--- src/rtl/mem_access_unit_if.sv ---
// Data-memory bus between the MEM-stage access unit (master) and the data memory (slave).
// req/we/addr/be/wdata are held stable while req=1; ack=1 completes the access and qualifies rdata on reads.
interface mem_access_unit_if #(
  parameter int XLEN   = 32,
  parameter int ADDR_W = 32
) ();
  logic              req;
  logic              we;
  logic [ADDR_W-1:0] addr;
  logic [XLEN/8-1:0] be;
  logic [XLEN-1:0]   wdata;
  logic              ack;
  logic [XLEN-1:0]   rdata;

  modport master (output req, we, addr, be, wdata, input ack, rdata);
  modport slave  (input req, we, addr, be, wdata, output ack, rdata);
endinterface

--- src/rtl/mem_access_unit.sv ---
// MEM-stage data-memory access unit: sub-word loads/stores, byte enables, load extension,
// alignment checking and a req/ack handshake with a timeout abort; holds the pipeline via stall_o.
module mem_access_unit #(
  parameter int XLEN    = 32,
  parameter int ADDR_W  = 32,
  parameter int TIMEOUT = 15
) (
  input  logic              clk,
  input  logic              rst,
  input  logic              mem_read_i,
  input  logic              mem_write_i,
  input  logic [1:0]        mem_size_i,
  input  logic              mem_unsigned_i,
  input  logic [ADDR_W-1:0] alu_result_i,
  input  logic [XLEN-1:0]   rt_forward_value_i,
  output logic              stall_o,
  output logic [XLEN-1:0]   mem_data_out_o,
  output logic              load_valid_o,
  output logic              misalign_err_o,
  output logic              timeout_err_o,
  output logic              state_o,
  mem_access_unit_if.master dmem
);
  localparam int NB     = XLEN / 8;
  localparam int LANE_W = $clog2(NB);
  localparam logic [0:0] IDLE = 1'b0;
  localparam logic [0:0] BUSY = 1'b1;

  logic [0:0]        state_q, state_d;
  logic [7:0]        cnt_q, cnt_d;
  logic              req_q, we_q, uns_q;
  logic [1:0]        size_q;
  logic [ADDR_W-1:0] addr_q;
  logic [NB-1:0]     be_q, be_new;
  logic [XLEN-1:0]   wdata_q, wdata_new, dout_q, shifted, ld_ext;
  logic              lv_q, mis_q, to_q;
  logic              misaligned, start, done, abort, mis_d, stall;
  logic [LANE_W-1:0] lane;

  assign lane = alu_result_i[LANE_W-1:0];

  always_comb begin
    misaligned = 1'b0;
    be_new     = '1;
    wdata_new  = rt_forward_value_i;
    case (mem_size_i)
      2'b00: begin
        be_new    = NB'(1) << lane;
        wdata_new = {NB{rt_forward_value_i[7:0]}};
      end
      2'b01: begin
        misaligned = alu_result_i[0];
        be_new     = NB'(3) << lane;
        wdata_new  = {NB/2{rt_forward_value_i[15:0]}};
      end
      2'b10: begin
        misaligned = |alu_result_i[1:0];
        be_new     = NB'(15) << lane;
        wdata_new  = {XLEN/32{rt_forward_value_i[31:0]}};
      end
      default: misaligned = (XLEN == 32) || (|alu_result_i[2:0]);
    endcase
  end

  // Load data arrives full-width; bring the addressed lane down to bit 0 before extending.
  always_comb begin
    shifted = dmem.rdata >> {addr_q[LANE_W-1:0], 3'b000};
    case (size_q)
      2'b00:   ld_ext = uns_q ? XLEN'(shifted[7:0])  : XLEN'($signed(shifted[7:0]));
      2'b01:   ld_ext = uns_q ? XLEN'(shifted[15:0]) : XLEN'($signed(shifted[15:0]));
      2'b10:   ld_ext = uns_q ? XLEN'(shifted[31:0]) : XLEN'($signed(shifted[31:0]));
      default: ld_ext = shifted;
    endcase
  end

  always_comb begin
    state_d = state_q;
    cnt_d   = cnt_q;
    stall   = 1'b0;
    start   = 1'b0;
    done    = 1'b0;
    abort   = 1'b0;
    mis_d   = 1'b0;
    case (state_q)
      IDLE: begin
        if (mem_read_i || mem_write_i) begin
          if (misaligned) begin
            mis_d = 1'b1;
          end else begin
            stall   = 1'b1;
            start   = 1'b1;
            state_d = BUSY;
            cnt_d   = '0;
          end
        end
      end
      default: begin
        // Ack in the limit cycle completes normally rather than aborting.
        if (dmem.ack) begin
          done    = 1'b1;
          state_d = IDLE;
          cnt_d   = '0;
        end else if (cnt_q == 8'(TIMEOUT - 1)) begin
          abort   = 1'b1;
          state_d = IDLE;
          cnt_d   = '0;
        end else begin
          stall = 1'b1;
          cnt_d = cnt_q + 8'd1;
        end
      end
    endcase
  end

  always_ff @(posedge clk) begin
    if (rst) begin
      state_q <= IDLE;
      cnt_q   <= '0;
      req_q   <= 1'b0;
      we_q    <= 1'b0;
      uns_q   <= 1'b0;
      size_q  <= '0;
      addr_q  <= '0;
      be_q    <= '0;
      wdata_q <= '0;
      dout_q  <= '0;
      lv_q    <= 1'b0;
      mis_q   <= 1'b0;
      to_q    <= 1'b0;
    end else begin
      state_q <= state_d;
      cnt_q   <= cnt_d;
      mis_q   <= mis_d;
      to_q    <= abort;
      lv_q    <= done && !we_q;
      if (start) begin
        req_q   <= 1'b1;
        we_q    <= mem_write_i;
        uns_q   <= mem_unsigned_i;
        size_q  <= mem_size_i;
        addr_q  <= alu_result_i;
        be_q    <= be_new;
        wdata_q <= wdata_new;
      end
      if (done || abort) req_q <= 1'b0;
      if (done && !we_q) dout_q <= ld_ext;
    end
  end

  assign stall_o        = stall && !rst;
  assign mem_data_out_o = dout_q;
  assign load_valid_o   = lv_q;
  assign misalign_err_o = mis_q;
  assign timeout_err_o  = to_q;
  assign state_o        = state_q[0];
  assign dmem.req       = req_q;
  assign dmem.we        = we_q;
  assign dmem.addr      = addr_q;
  assign dmem.be        = be_q;
  assign dmem.wdata     = wdata_q;
endmodule

--- src/flat_wrapper.sv ---
// flat-port wrapper written by rule: the top's interface ports become plain ports
module mem_access_unit_flat 
#(
  parameter int XLEN    = 32,
  parameter int ADDR_W  = 32,
  parameter int TIMEOUT = 15
)
  (clk, rst, mem_read_i, mem_write_i, mem_size_i, mem_unsigned_i, alu_result_i, rt_forward_value_i, stall_o, mem_data_out_o, load_valid_o, misalign_err_o, timeout_err_o, state_o, dmem_req, dmem_we, dmem_addr, dmem_be, dmem_wdata, dmem_ack, dmem_rdata);
  mem_access_unit_if #(.XLEN(XLEN), .ADDR_W(ADDR_W)) dmem_i ();
  input  logic clk;
  input  logic rst;
  input  logic mem_read_i;
  input  logic mem_write_i;
  input  logic [1:0] mem_size_i;
  input  logic mem_unsigned_i;
  input  logic [ADDR_W-1:0] alu_result_i;
  input  logic [XLEN-1:0] rt_forward_value_i;
  output logic stall_o;
  output logic [XLEN-1:0] mem_data_out_o;
  output logic load_valid_o;
  output logic misalign_err_o;
  output logic timeout_err_o;
  output logic state_o;
  output wire logic [$bits(dmem_i.req)-1:0] dmem_req;
  output wire logic [$bits(dmem_i.we)-1:0] dmem_we;
  output wire logic [$bits(dmem_i.addr)-1:0] dmem_addr;
  output wire logic [$bits(dmem_i.be)-1:0] dmem_be;
  output wire logic [$bits(dmem_i.wdata)-1:0] dmem_wdata;
  input wire logic [$bits(dmem_i.ack)-1:0] dmem_ack;
  input wire logic [$bits(dmem_i.rdata)-1:0] dmem_rdata;
  assign dmem_req = dmem_i.req;
  assign dmem_we = dmem_i.we;
  assign dmem_addr = dmem_i.addr;
  assign dmem_be = dmem_i.be;
  assign dmem_wdata = dmem_i.wdata;
  assign dmem_i.ack = dmem_ack;
  assign dmem_i.rdata = dmem_rdata;
  mem_access_unit #(.XLEN(XLEN), .ADDR_W(ADDR_W), .TIMEOUT(TIMEOUT)) u_core (.clk(clk), .rst(rst), .mem_read_i(mem_read_i), .mem_write_i(mem_write_i), .mem_size_i(mem_size_i), .mem_unsigned_i(mem_unsigned_i), .alu_result_i(alu_result_i), .rt_forward_value_i(rt_forward_value_i), .stall_o(stall_o), .mem_data_out_o(mem_data_out_o), .load_valid_o(load_valid_o), .misalign_err_o(misalign_err_o), .timeout_err_o(timeout_err_o), .state_o(state_o), .dmem(dmem_i));
endmodule
--- config.mk ---
export PLATFORM = sky130hd
export DESIGN_NAME = mem_access_unit_flat
export DESIGN_NICKNAME = d
export VERILOG_FILES = /design/src/rtl/mem_access_unit_if.sv /design/src/rtl/mem_access_unit.sv /design/src/flat_wrapper.sv
export SDC_FILE = /design/constraint.sdc
export NUM_CORES = 1
export LEC_CHECK = 0
export CAP_MARGIN = 20
export CORE_MARGIN = 2
export CORE_UTILIZATION = 44
export CTS_CLUSTER_SIZE = 12
export DETAILED_ROUTE_END_ITERATION = 10
export GPL_TIMING_DRIVEN = 0
export PLACE_DENSITY = 0.88
export REMOVE_ABC_BUFFERS = 1
export SLEW_MARGIN = 20
export SYNTH_ARGS = -nofsm -noshare
export SYNTH_HDL_FRONTEND = slang
export SYNTH_SLANG_ARGS = --single-unit
export TNS_END_PERCENT = 10
--- constraint.sdc ---
create_clock -name clk -period 3 [get_ports clk]
set_input_delay 0.75 -clock clk [delete_from_list [all_inputs] [get_ports clk]]
set_output_delay 0.75 -clock clk [all_outputs]
set_load 0.005 [all_outputs]
==> impl_metrics.yaml <==
logic_synthesis:
  syn_inst: 581
  netlist_area_um2: 5310
  yosysWarnings: 0
  async_flop_share_pct: 0
  synth-edff-count: 0
  ys_types: 45
  syn_area_per_cell_um2: 9.14
  seq_area_frac_synth_pct: 44.1
  synth-seq-cells: 117
  synth_flop_cell: "dfxtp_1"
clock_tree:
  cts_tree: "built"
  hold_buffers: 0
  clk_latency_ns: 0.40
  cts_made_buffers: 17
  cts_root_buf: "clkbuf_16"
  path_clk_slew_ns: 0.05
  clk_path_buf_depth: 2
  htreeDepth: 4
  clock-sinks: 117
global_route:
  overflow: 0
  track_usage_pct: 23.9
  antenna_found_initial: 0
  grt_max_degree: 66
  grt_pass1_vias: 5075
  grt_first_pass_wirelength_mm: 24.5
detailed_routing:
  dr_wl_met3_mm: 1.44
  drcViolationCount: 0
  top_layer: "met4"
  vias: 5074
  ant_nets: 0
  viasPerCell: 5.40
  first_iter_violations: 292
  wl_met2_mm: 7.57
  wl_per_cell_um: 16.6
  met1Wirelength_mm: 6.17
  drt_wl_total_mm: 15.6
  firstDrtPassIters: 5
pwr:
  p_total_uw: 4920
  p_leak_uw: 0.00303
  max-vdd-ir-drop_mv: 0.386
  power_density_nw_per_um2: 601
layout:
  diodes: 0
  multi_input_area_um2: 2730
  final_common_cell: "clkdlybuf4s50_1"
  nFillCells: 902
  layout_common_cells: "clkdlybuf4s50_1, dfxtp_1, nor2_1, mux2i_1, nand2_1"
  areaGrowthSynthToFinish_pct: 54.1
  regArea_um2: 2340
  nNetsFinal: 889
  layout-drive-gt1-share_pct: 12.2
  final_area_um2: 8180
critical_path:
  required_ns: 2.25
  cp-end-kind: "output pin"
  crit_path_start_kind: "input pin"
  cpPeakStageDelay_ns: 0.43
  cpLargestDelayFamily: "buffers and inverters"
  worstPathMaxFanout: 3
  crit_slowest_cell: "clkdlybuf4s50_1"
  cp.arrival_ns: 2.16
  crit_buf_inv: 3
  path_cells: "clkdlybuf4s50_1 > o21bai_1 > a211oi_4 > buf_8 > nor2_1 > nor2_1 > buf_2"
  crit_top_cell: "nor2_1"
  critical_path_class: "in2out"
timing:
  timing.final.crit_share_pct: 97.2
  setup_ws_ns: 0.0853
  worst_pin_slew_ns: 1.07
  finalSetupViolCount: 0
  hold_viol_final: 0
  finalMaxSlewViolations: 0
  skew_ns: 0.00493
  max_slew_margin_pct: 28.7
  min_period_ns: 2.91
  fmax_ghz: 0.343
  rsz0062_at_grt: "no"
  hold_ws_ns: 0.462
outcome:
  status: "finished clean"
worst_hold_path:
  worstHoldPathType: "reg2reg"
floorplanning:
  ios: 211
  start_util_pct: 44.6
  die_w_um: 114
  rows: 40
  core_region_area_um2: 11900
  die_y_um: 114
  fp.dieArea_um2: 13000
place:
  io_buffers: 210
  gp_congestion: 0.813
  dpl_cell_area_um2: 7480
  place_ws_ns: -1.46
  hpwlAfterDp_mm: 11.1
job:
  drv_cap: 0
cell type report:
| class | instances | share of cell area, % |
|---|---|---|
| multi-input cells | 413 | 33.3 |
| flip-flops and latches | 117 | 28.6 |
| repair buffers | 225 | 27.6 |
| clock buffers | 22 | 5.79 |
| well taps | 147 | 2.25 |
| clock inverters | 10 | 2.14 |
| inverters | 5 | 0.229 |
cell usage after synthesis (10+ instances only):
cell type / instances / area share [%]
a211oi_1: 17 / 2.4
dfxtp_1: 117 / 44
clkbuf_1: 24 / 1.7
buf_2: 10 / 0.94
a311oi_1: 11 / 1.8
o21ai_0: 10 / 0.94
nand2_1: 50 / 3.5
a21oi_1: 36 / 3.4
mux2i_1: 54 / 10
nor2_1: 116 / 8.2
mux2_2: 15 / 3.2
a211oi_2: 20 / 4.7
nor3_1: 12 / 1.1
layer usage:
metal | vias to the layer above | global-route usage, %
met3 | 39 | 8.71
met2 | 248 | 40.6
met4 | 0 | 11.5
met1 | 2332 | 26.5
met5 | - | 0
li1 | 2455 | -
power by group:
group          leakage [uW]  switching (uW)  total (uW)  internal (uW)
combinational       0.00174             399         936            537
sequential         0.000960            90.2        1770           1680
clock              0.000324             686        2220           1530
total               0.00303            1170        4920           3750
state kept, by name, summed over array words and instances, names as in the netlist:
register / cells
u_core.size_q: 2
u_core.cnt_q: 8
u_core.dmem.wdata: 32
u_core.mem_data_out_o: 32
u_core.dmem.we: 1
u_core.dmem.addr: 32
u_core.uns_q: 1
u_core.dmem.req: 1
u_core.timeout_err_o: 1
u_core.state_o: 1
u_core.misalign_err_o: 1
u_core.dmem.be: 4
u_core.load_valid_o: 1
path summary, 6_finish.rpt:
kind / to / startpoint / cells past startpoint / slack (ns)
max: stall_o / mem_write_i / 7 / 0.09
min: u_core.mem_data_out_o[6]$_SDFFE_PP0P_ / u_core.mem_data_out_o[6]$_SDFFE_PP0P_ / 2 / 0.46
max reg2reg: u_core.mem_data_out_o[24]$_SDFFE_PP0P_ / u_core.dmem.addr[1]$_SDFFE_PP0P_ / 4 / 0.22
min reg2reg: u_core.mem_data_out_o[6]$_SDFFE_PP0P_ / u_core.mem_data_out_o[6]$_SDFFE_PP0P_ / 2 / 0.46
metrics by stage:
stage / setup TNS [ns] / util (%) / std cells
detailed placement: -31.66 / 62.8 / 901
global placement: -344.05 / 61.6 / 892
finish: 0 / 68.7 / 939
global route: 0 / 68.7 / 939
floorplan: -141.71 / - / 535
CTS: 0 / 68.6 / 936
cells by family (layout without fill, tap and decap cells):
family,count (synthesis),after routing,synth area share [%]
and+or+nand+nor,205,205,16.1
AOI/OAI and AO/OA,132,132,19.4
DFF,117,117,44.1
muxes,70,70,13.8
buffers and inverters,51,262,5.18
adders and majority gates,6,6,1.41
worst reg2reg max path: stages, from the launching register on:
cell	delay, ns
dfxtp_1	1.02
mux4_2	0.67
a2bb2oi_1	0.17
a21oi_2	0.59
a211oi_1	0.18
repair_timing:
action                     CTS  global route
setup buffers                4             3
gates resized for setup     16             2
hold endpoints to repair     0             0
setup endpoints to repair   24             1
pin swaps                    2             2
Power figures use the tool's default switching activity.
